===== config.mk =====
export PLATFORM = sky130hd
export DESIGN_NAME = util_timestamp_gate
export DESIGN_NICKNAME = d
export VERILOG_FILES = /design/src/rtl/util_timestamp_gate.sv
export SDC_FILE = /design/constraint.sdc
export NUM_CORES = 1
export LEC_CHECK = 0
export ABC_AREA = 1
export CELL_PAD_IN_SITES_DETAIL_PLACEMENT = 0
export CELL_PAD_IN_SITES_GLOBAL_PLACEMENT = 2
export CORE_MARGIN = 5
export CORE_UTILIZATION = 30
export CTS_CLUSTER_DIAMETER = 200
export DETAILED_ROUTE_END_ITERATION = 8
export PLACE_DENSITY = 0.91
export SLEW_MARGIN = 20
export SYNTH_ARGS = -nofsm -noshare
export SYNTH_HDL_FRONTEND = slang
export SYNTH_SLANG_ARGS = --single-unit

===== constraint.sdc =====
create_clock -name dac_clk -period 12.4 [get_ports dac_clk]
set_clock_uncertainty 0.1 [all_clocks]
set_input_delay 2.48 -clock dac_clk [delete_from_list [all_inputs] [get_ports dac_clk]]
set_output_delay 2.48 -clock dac_clk [all_outputs]
set_load 0.1 [all_outputs]

===== src/rtl/util_timestamp_gate.sv =====
// Timestamp gate for the DAC DMA stream: holds early blocks until their target time, drops late ones.
// Optional saturating error counters are built when UTIL_TIMESTAMP_GATE_STATS_EN is defined.
module util_timestamp_gate #(
  parameter int unsigned DATA_WIDTH      = 64,
  parameter int unsigned TIMESTAMP_WIDTH = 64,
  parameter int unsigned EVERY_WIDTH     = 32,
  parameter int unsigned MAX_EARLY       = 1024
) (
  input  logic                       dac_clk,
  input  logic                       reset,
  input  logic [TIMESTAMP_WIDTH-1:0] timestamp,
  input  logic [EVERY_WIDTH-1:0]     timestamp_every,
  input  logic                       s_axis_valid,
  output logic                       s_axis_ready,
  input  logic [DATA_WIDTH-1:0]      s_axis_data,
  input  logic                       s_axis_xfer_req,
  output logic                       m_axis_valid,
  input  logic                       m_axis_ready,
  output logic [DATA_WIDTH-1:0]      m_axis_data,
  output logic                       reset_upack,
  output logic                       late,
`ifdef UTIL_TIMESTAMP_GATE_STATS_EN
  output logic [31:0]                late_count,
  output logic [31:0]                early_count,
`endif
  output logic                       early_err
);

  localparam logic [2:0] StIdle   = 3'd0;
  localparam logic [2:0] StWaitTs = 3'd1;
  localparam logic [2:0] StHold   = 3'd2;
  localparam logic [2:0] StStream = 3'd3;
  localparam logic [2:0] StDrop   = 3'd4;

  localparam logic [TIMESTAMP_WIDTH-1:0] MaxEarlyTs = TIMESTAMP_WIDTH'(MAX_EARLY);

  logic [2:0]                 state_q, state_d;
  logic [TIMESTAMP_WIDTH-1:0] ts_tgt_q, ts_tgt_d;
  logic [EVERY_WIDTH-1:0]     every_q, every_d;
  logic [EVERY_WIDTH-1:0]     beat_cnt_q, beat_cnt_d;
  logic                       passthru_q, passthru_d;
  logic                       late_q, late_d;
  logic                       early_q, early_d;
  logic                       upack_q, upack_d;
  logic [TIMESTAMP_WIDTH-1:0] diff;
  logic                       s_hs;
  logic                       last_beat;

  // Modular distance to target; MSB set means the target is already in the past.
  assign diff      = ts_tgt_q - timestamp;
  assign s_hs      = s_axis_valid & s_axis_ready;
  assign last_beat = (beat_cnt_q == every_q - EVERY_WIDTH'(1));

  assign late        = late_q;
  assign early_err   = early_q;
  assign reset_upack = upack_q;

  always_comb begin
    s_axis_ready = 1'b0;
    m_axis_valid = 1'b0;
    m_axis_data  = '0;
    case (state_q)
      StWaitTs, StDrop: s_axis_ready = 1'b1;
      StStream: begin
        s_axis_ready = m_axis_ready;
        m_axis_valid = s_axis_valid;
        m_axis_data  = s_axis_data;
      end
      default: ;
    endcase
  end

  always_comb begin
    state_d    = state_q;
    ts_tgt_d   = ts_tgt_q;
    every_d    = every_q;
    beat_cnt_d = beat_cnt_q;
    passthru_d = passthru_q;
    late_d     = 1'b0;
    early_d    = 1'b0;
    upack_d    = 1'b0;
    // Abort wins over any decision taken in the same cycle.
    if (state_q != StIdle && !s_axis_xfer_req) begin
      state_d = StIdle;
      upack_d = 1'b1;
    end else begin
      case (state_q)
        StIdle: begin
          if (s_axis_xfer_req) begin
            every_d    = timestamp_every;
            passthru_d = (timestamp_every == '0);
            state_d    = (timestamp_every == '0) ? StStream : StWaitTs;
          end
        end
        StWaitTs: begin
          if (s_hs) begin
            ts_tgt_d   = s_axis_data[TIMESTAMP_WIDTH-1:0];
            every_d    = timestamp_every;
            beat_cnt_d = '0;
            state_d    = StHold;
          end
        end
        StHold: begin
          if (diff[TIMESTAMP_WIDTH-1]) begin
            late_d  = 1'b1;
            upack_d = 1'b1;
            state_d = StDrop;
          end else if (diff > MaxEarlyTs) begin
            early_d = 1'b1;
            upack_d = 1'b1;
            state_d = StDrop;
          end else if (diff == '0) begin
            state_d = StStream;
          end
        end
        StStream, StDrop: begin
          if (s_hs && !passthru_q) begin
            if (last_beat) state_d = StWaitTs;
            else beat_cnt_d = beat_cnt_q + EVERY_WIDTH'(1);
          end
        end
        default: state_d = StIdle;
      endcase
    end
  end

  always_ff @(posedge dac_clk or posedge reset) begin
    if (reset) begin
      state_q    <= StIdle;
      ts_tgt_q   <= '0;
      every_q    <= '0;
      beat_cnt_q <= '0;
      passthru_q <= 1'b0;
      late_q     <= 1'b0;
      early_q    <= 1'b0;
      upack_q    <= 1'b0;
    end else begin
      state_q    <= state_d;
      ts_tgt_q   <= ts_tgt_d;
      every_q    <= every_d;
      beat_cnt_q <= beat_cnt_d;
      passthru_q <= passthru_d;
      late_q     <= late_d;
      early_q    <= early_d;
      upack_q    <= upack_d;
    end
  end

`ifdef UTIL_TIMESTAMP_GATE_STATS_EN
  always_ff @(posedge dac_clk or posedge reset) begin
    if (reset) begin
      late_count  <= '0;
      early_count <= '0;
    end else begin
      if (late_d && late_count != 32'hFFFF_FFFF) late_count <= late_count + 32'd1;
      if (early_d && early_count != 32'hFFFF_FFFF) early_count <= early_count + 32'd1;
    end
  end
`endif

endmodule


; Word-level counts from Yosys, hierarchy flattened
; Index checks and enable logic that the tools add are counted.
[totals]
reg_bits = 135
inputBits = 165
out_inout_bits = 69
[classes]
add_sub_neg = 3
order_cmp = 1
n_eq_ne = 14
n_mux = 30
bitwise = 2
n_reduce_logical = 17
[op_table]
columns = cell, n
row1 = two-way mux 32 bit, 5
row2 = case mux 32 bit (2 select lines), 2
row3 = "greater-than comparator 64 x 11 -> 1 bit, second input constant", 1
row4 = logical NOT 64 bit, 1
row5 = two-way mux 64 bit, 1
row6 = subtractor 64 bit, 1
row7 = "adder 32 x 1 -> 32 bit, second input constant", 1
row8 = equality test 32 bit, 1
row9 = logical NOT 32 bit, 1
row10 = "subtractor 32 x 1 -> 32 bit, second input constant", 1
row11 = two-way mux 3 bit, 8
row12 = "!= test 3 bit, second input constant", 4
row13 = case mux 3 bit (4 select lines), 1
row14 = two-way mux 1 bit, 11
row15 = AND reduction 5 bit, 2
row16 = "!= test 2 bit, second input constant", 4
row17 = "equality test 3 x 2 -> 1 bit, second input constant", 2
row18 = AND reduction 3 bit, 2
row19 = "!= test 5 bit, second input constant", 1
row20 = AND reduction 4 bit, 1
row21 = nonzero test 2 bit, 2
row22 = OR reduction 2 bit, 2
row23 = "equality test 3 x 1 -> 1 bit, second input constant", 1
row24 = "equality test 3 bit, second input constant", 1
row25 = 8 further kinds, 10

; Longest topological paths before layout
[depth]
word_depth = 8
ltp_mapped = 25

; Worst setup path after synthesis
; Ideal clock, no wire load.
[synth_path]
path_kind = input-to-output
startpoint = input s_axis_valid
endpoint = output m_axis_valid
arrival_time_ns = 3.771
t_required_ns = 9.820
setup_slack_ns = 6.049
cell_stages = 2
cell_sequence = inv_1 > nor2_1
[synth_between]
elab_chain_len = 1
[synth_lines]
columns = element, line
row1 = "start, declared", 13  ; input logic s_axis_valid,
row2 = two-way mux 1 bit, 62  ; case (state_q)
row3 = "end, declared", 17  ; output logic m_axis_valid,
; No other way between the ends.

; Worst setup path after layout
; Ends and elaborated chain as after synthesis.

==> flow_summary.toml <==
[status]
status = "finished clean"

[synthesis]
ys_ff_latch = 135
synthFlopType = "dfrtp_1"
syn-num-nets = 2605
synth_seq_area_share = 0.245
synthDistinctLibCells = 44
ys_async_sr_fraction = 1.00
syn_inst = 2374
synth_edf_count = 0
syn_avg_cell_area_um2 = 5.81
syn_area_um2 = 13800
yosys_warnings = 0

[die]
fp.dieW_um = 224
fp-row-count = 78
io_pins = 234
fp.coreArea_um2 = 45500
dieArea_um2 = 50400
start_util = 0.303
die_y_um = 224

[clock_tree]
cts_tree = "yes"
cts_num_sinks = 135
htree_levels = 4
post_cts_buffers = 0
clockBufferDepth = 2
clkTransAtPathRegs_ps = 60
clkLatencyLatePin_ps = 450
cts_made_buffers = 17
cts_resized = 0
root_buffer = "clkbuf_16"
ctsHoldBuffers = 0

[hold_path]
hp-start = "ts_tgt_q[48]$_DFFE_PP0P_"
worstHoldEndpoint = "ts_tgt_q[48]$_DFFE_PP0P_"
whs_path_depth = 2
hold_class = "reg2reg"

[route]
vias_per_cell = 4.57
num_vias = 14700
drt_wl_total_um = 50500
routedWlPerCell_um = 15.8
drtIter0Drc = 828
drc = 0
drtPass1Iterations = 5
final_antenna_net_count = 0

[timing]
fin_crit_ps = 6870
setup_viol = 0
slew_viol_final = 0
min_period_over_period = 0.554
final-hold-violation-count = 0
tightest_slew_ps = 1010
max_slew_margin = 0.321
hold_slack_ps = 392
setup_tns_ps = 0
fmax_ghz = 0.146
rsz0062_at_grt = "false"
worst_slack_ps = 5530

[flow_run]
max_cap_viol_count = 0

[critical_path]
cp-start-kind = "primary input"
worstPathArrival_ps = 4290
r2r_cells = 10
worst_setup_path_end_kind = "output pin"
reg2reg_slack_ps = 8100
worst_r2r_endpoint = "beat_cnt_q[1]$_DFFE_PP0P_"
timing.rr.start = "state_q[2]$_DFFE_PP0P_"
critPathRequiredTime_ps = 9820
crit_path_max_fanout = 2
critical_path_class = "in2out"

[power]
switchingPower_mw = 1.95
p_sw_frac = 0.540
p_int_mw = 1.67
p_clk_frac = 0.135
combinationalPowerShare = 0.647
finalPower_mw = 3.62
ir_drop_mv = 0.150
seq_power_share = 0.218
power_density_nw_per_um2 = 209
p_leak_nw = 9.26

[global_routing]
use_met2 = 0.349
use_met1 = 0.263
gr-usage-met3 = 0.0270
overflow = 0
antenna_found_initial = 0
grt_pass1_wl_um = 78300
grt_pass1_vias = 14100
grt_busiest_layer = "met2"
grt_max_degree = 121
grt.total_usage = 0.197

[placement]
place.gp.congestion = 0.908
hpwl_um = 43200
port_buffers = 233
placed_area_um2 = 16800
dp_worst_setup_slack_ps = 5530
dp.cells = 3174

[layout]
fin_area_um2 = 17300
layout_commonest_cell = "nand2_1"
multiInputGateArea_um2 = 8370
num-nets-final = 2824
seqCellArea_um2 = 3380
layout_common_cells = "811 x nand2_1, 496 x inv_1, 262 x nor2_1"
fin_cells = 3205
final_core_util = 0.381
nFillCells = 5035
syn2layout_area_growth_pct = 25.6
drive_gt1_frac = 0.0403
antennaDiodeCount = 0
==> cell usage after synthesis (5+ instances only) <==
master / count / area, um2
nand2_1: 812 / 3050
inv_1: 498 / 1870
nor2_1: 262 / 983
dfrtp_1: 135 / 3380
nand3_1: 120 / 601
o21ai_0: 98 / 490
a21oi_1: 68 / 340
ha_1: 65 / 813
xor2_1: 49 / 429
clkbuf_1: 31 / 116
nand4_1: 31 / 194
nor3_1: 29 / 145
xnor2_1: 26 / 228
o21ai_1: 23 / 115
mux2_2: 20 / 225
nand3b_1: 13 / 97.6
or2_2: 12 / 75.1
nor4_1: 11 / 68.8
o21bai_1: 11 / 82.6
nor2_2: 9 / 56.3
nand2_2: 5 / 31.3
==> worst max-delay path, cell delays in order <==
cell             delay, ps
clkdlybuf4s50_1        490
inv_1                   70
nor2_1                 100
clkdlybuf4s50_1       1140
==> worst max path at each step <==
stage,start,to,depth (start not counted)
after global routing,s_axis_data[27],m_axis_data[27],4
after CTS,s_axis_valid,m_axis_valid,4
after floorplan,s_axis_valid,m_axis_valid,2
after global placement,s_axis_data[30],m_axis_data[30],4
after detailed placement,s_axis_valid,m_axis_valid,4
final,s_axis_valid,m_axis_valid,4
==> metal layers <==
layer	share of wire	vias to the layer above
met2	0.49	232
met5	0	-
met3	0.034	25
met4	0.0078	0
li1	-	7675
met1	0.46	6724
==> logic make-up (layout without fill, tap and decap cells) <==
| family | Yosys count | count (layout) | synth area share |
|---|---|---|---|
| mux | 20 | 20 | 0.0163 |
| xor+xnor | 75 | 75 | 0.0476 |
| fa+ha+maj | 66 | 66 | 0.0604 |
| buf+inv | 541 | 772 | 0.149 |
| compound gates | 212 | 212 | 0.0815 |
| simple gates | 1325 | 1325 | 0.400 |
| flops | 135 | 135 | 0.245 |
==> sequential cells by signal, summed over array words and instances, names as in the netlist <==
signal,flops
early_err,1
every_q,32
state_q,3
reset_upack,1
late,1
beat_cnt_q,32
passthru_q,1
ts_tgt_q,64
==> layout make-up <==
cell class | instances | area share
clock inverters | 8 | 0.00419
inverters | 503 | 0.109
flip-flops and latches | 135 | 0.195
multi-input cells | 1698 | 0.483
well taps | 600 | 0.0433
clock buffers | 23 | 0.0282
repair buffers | 238 | 0.137
==> power by group through the flow <==
stage / registers (mW) / logic [mW] / clock network (mW)
final: 0.789 / 2.34 / 0.490
after global routing: 0.812 / 2.63 / 0.521
after CTS: 0.791 / 2.35 / 0.506
after detailed placement: 0.798 / 2.34 / 0
after global placement: 0.794 / 2.33 / 0
after floorplan: 0.731 / 1.68 / 0
Note: power is estimated with default switching activity, not from simulation.
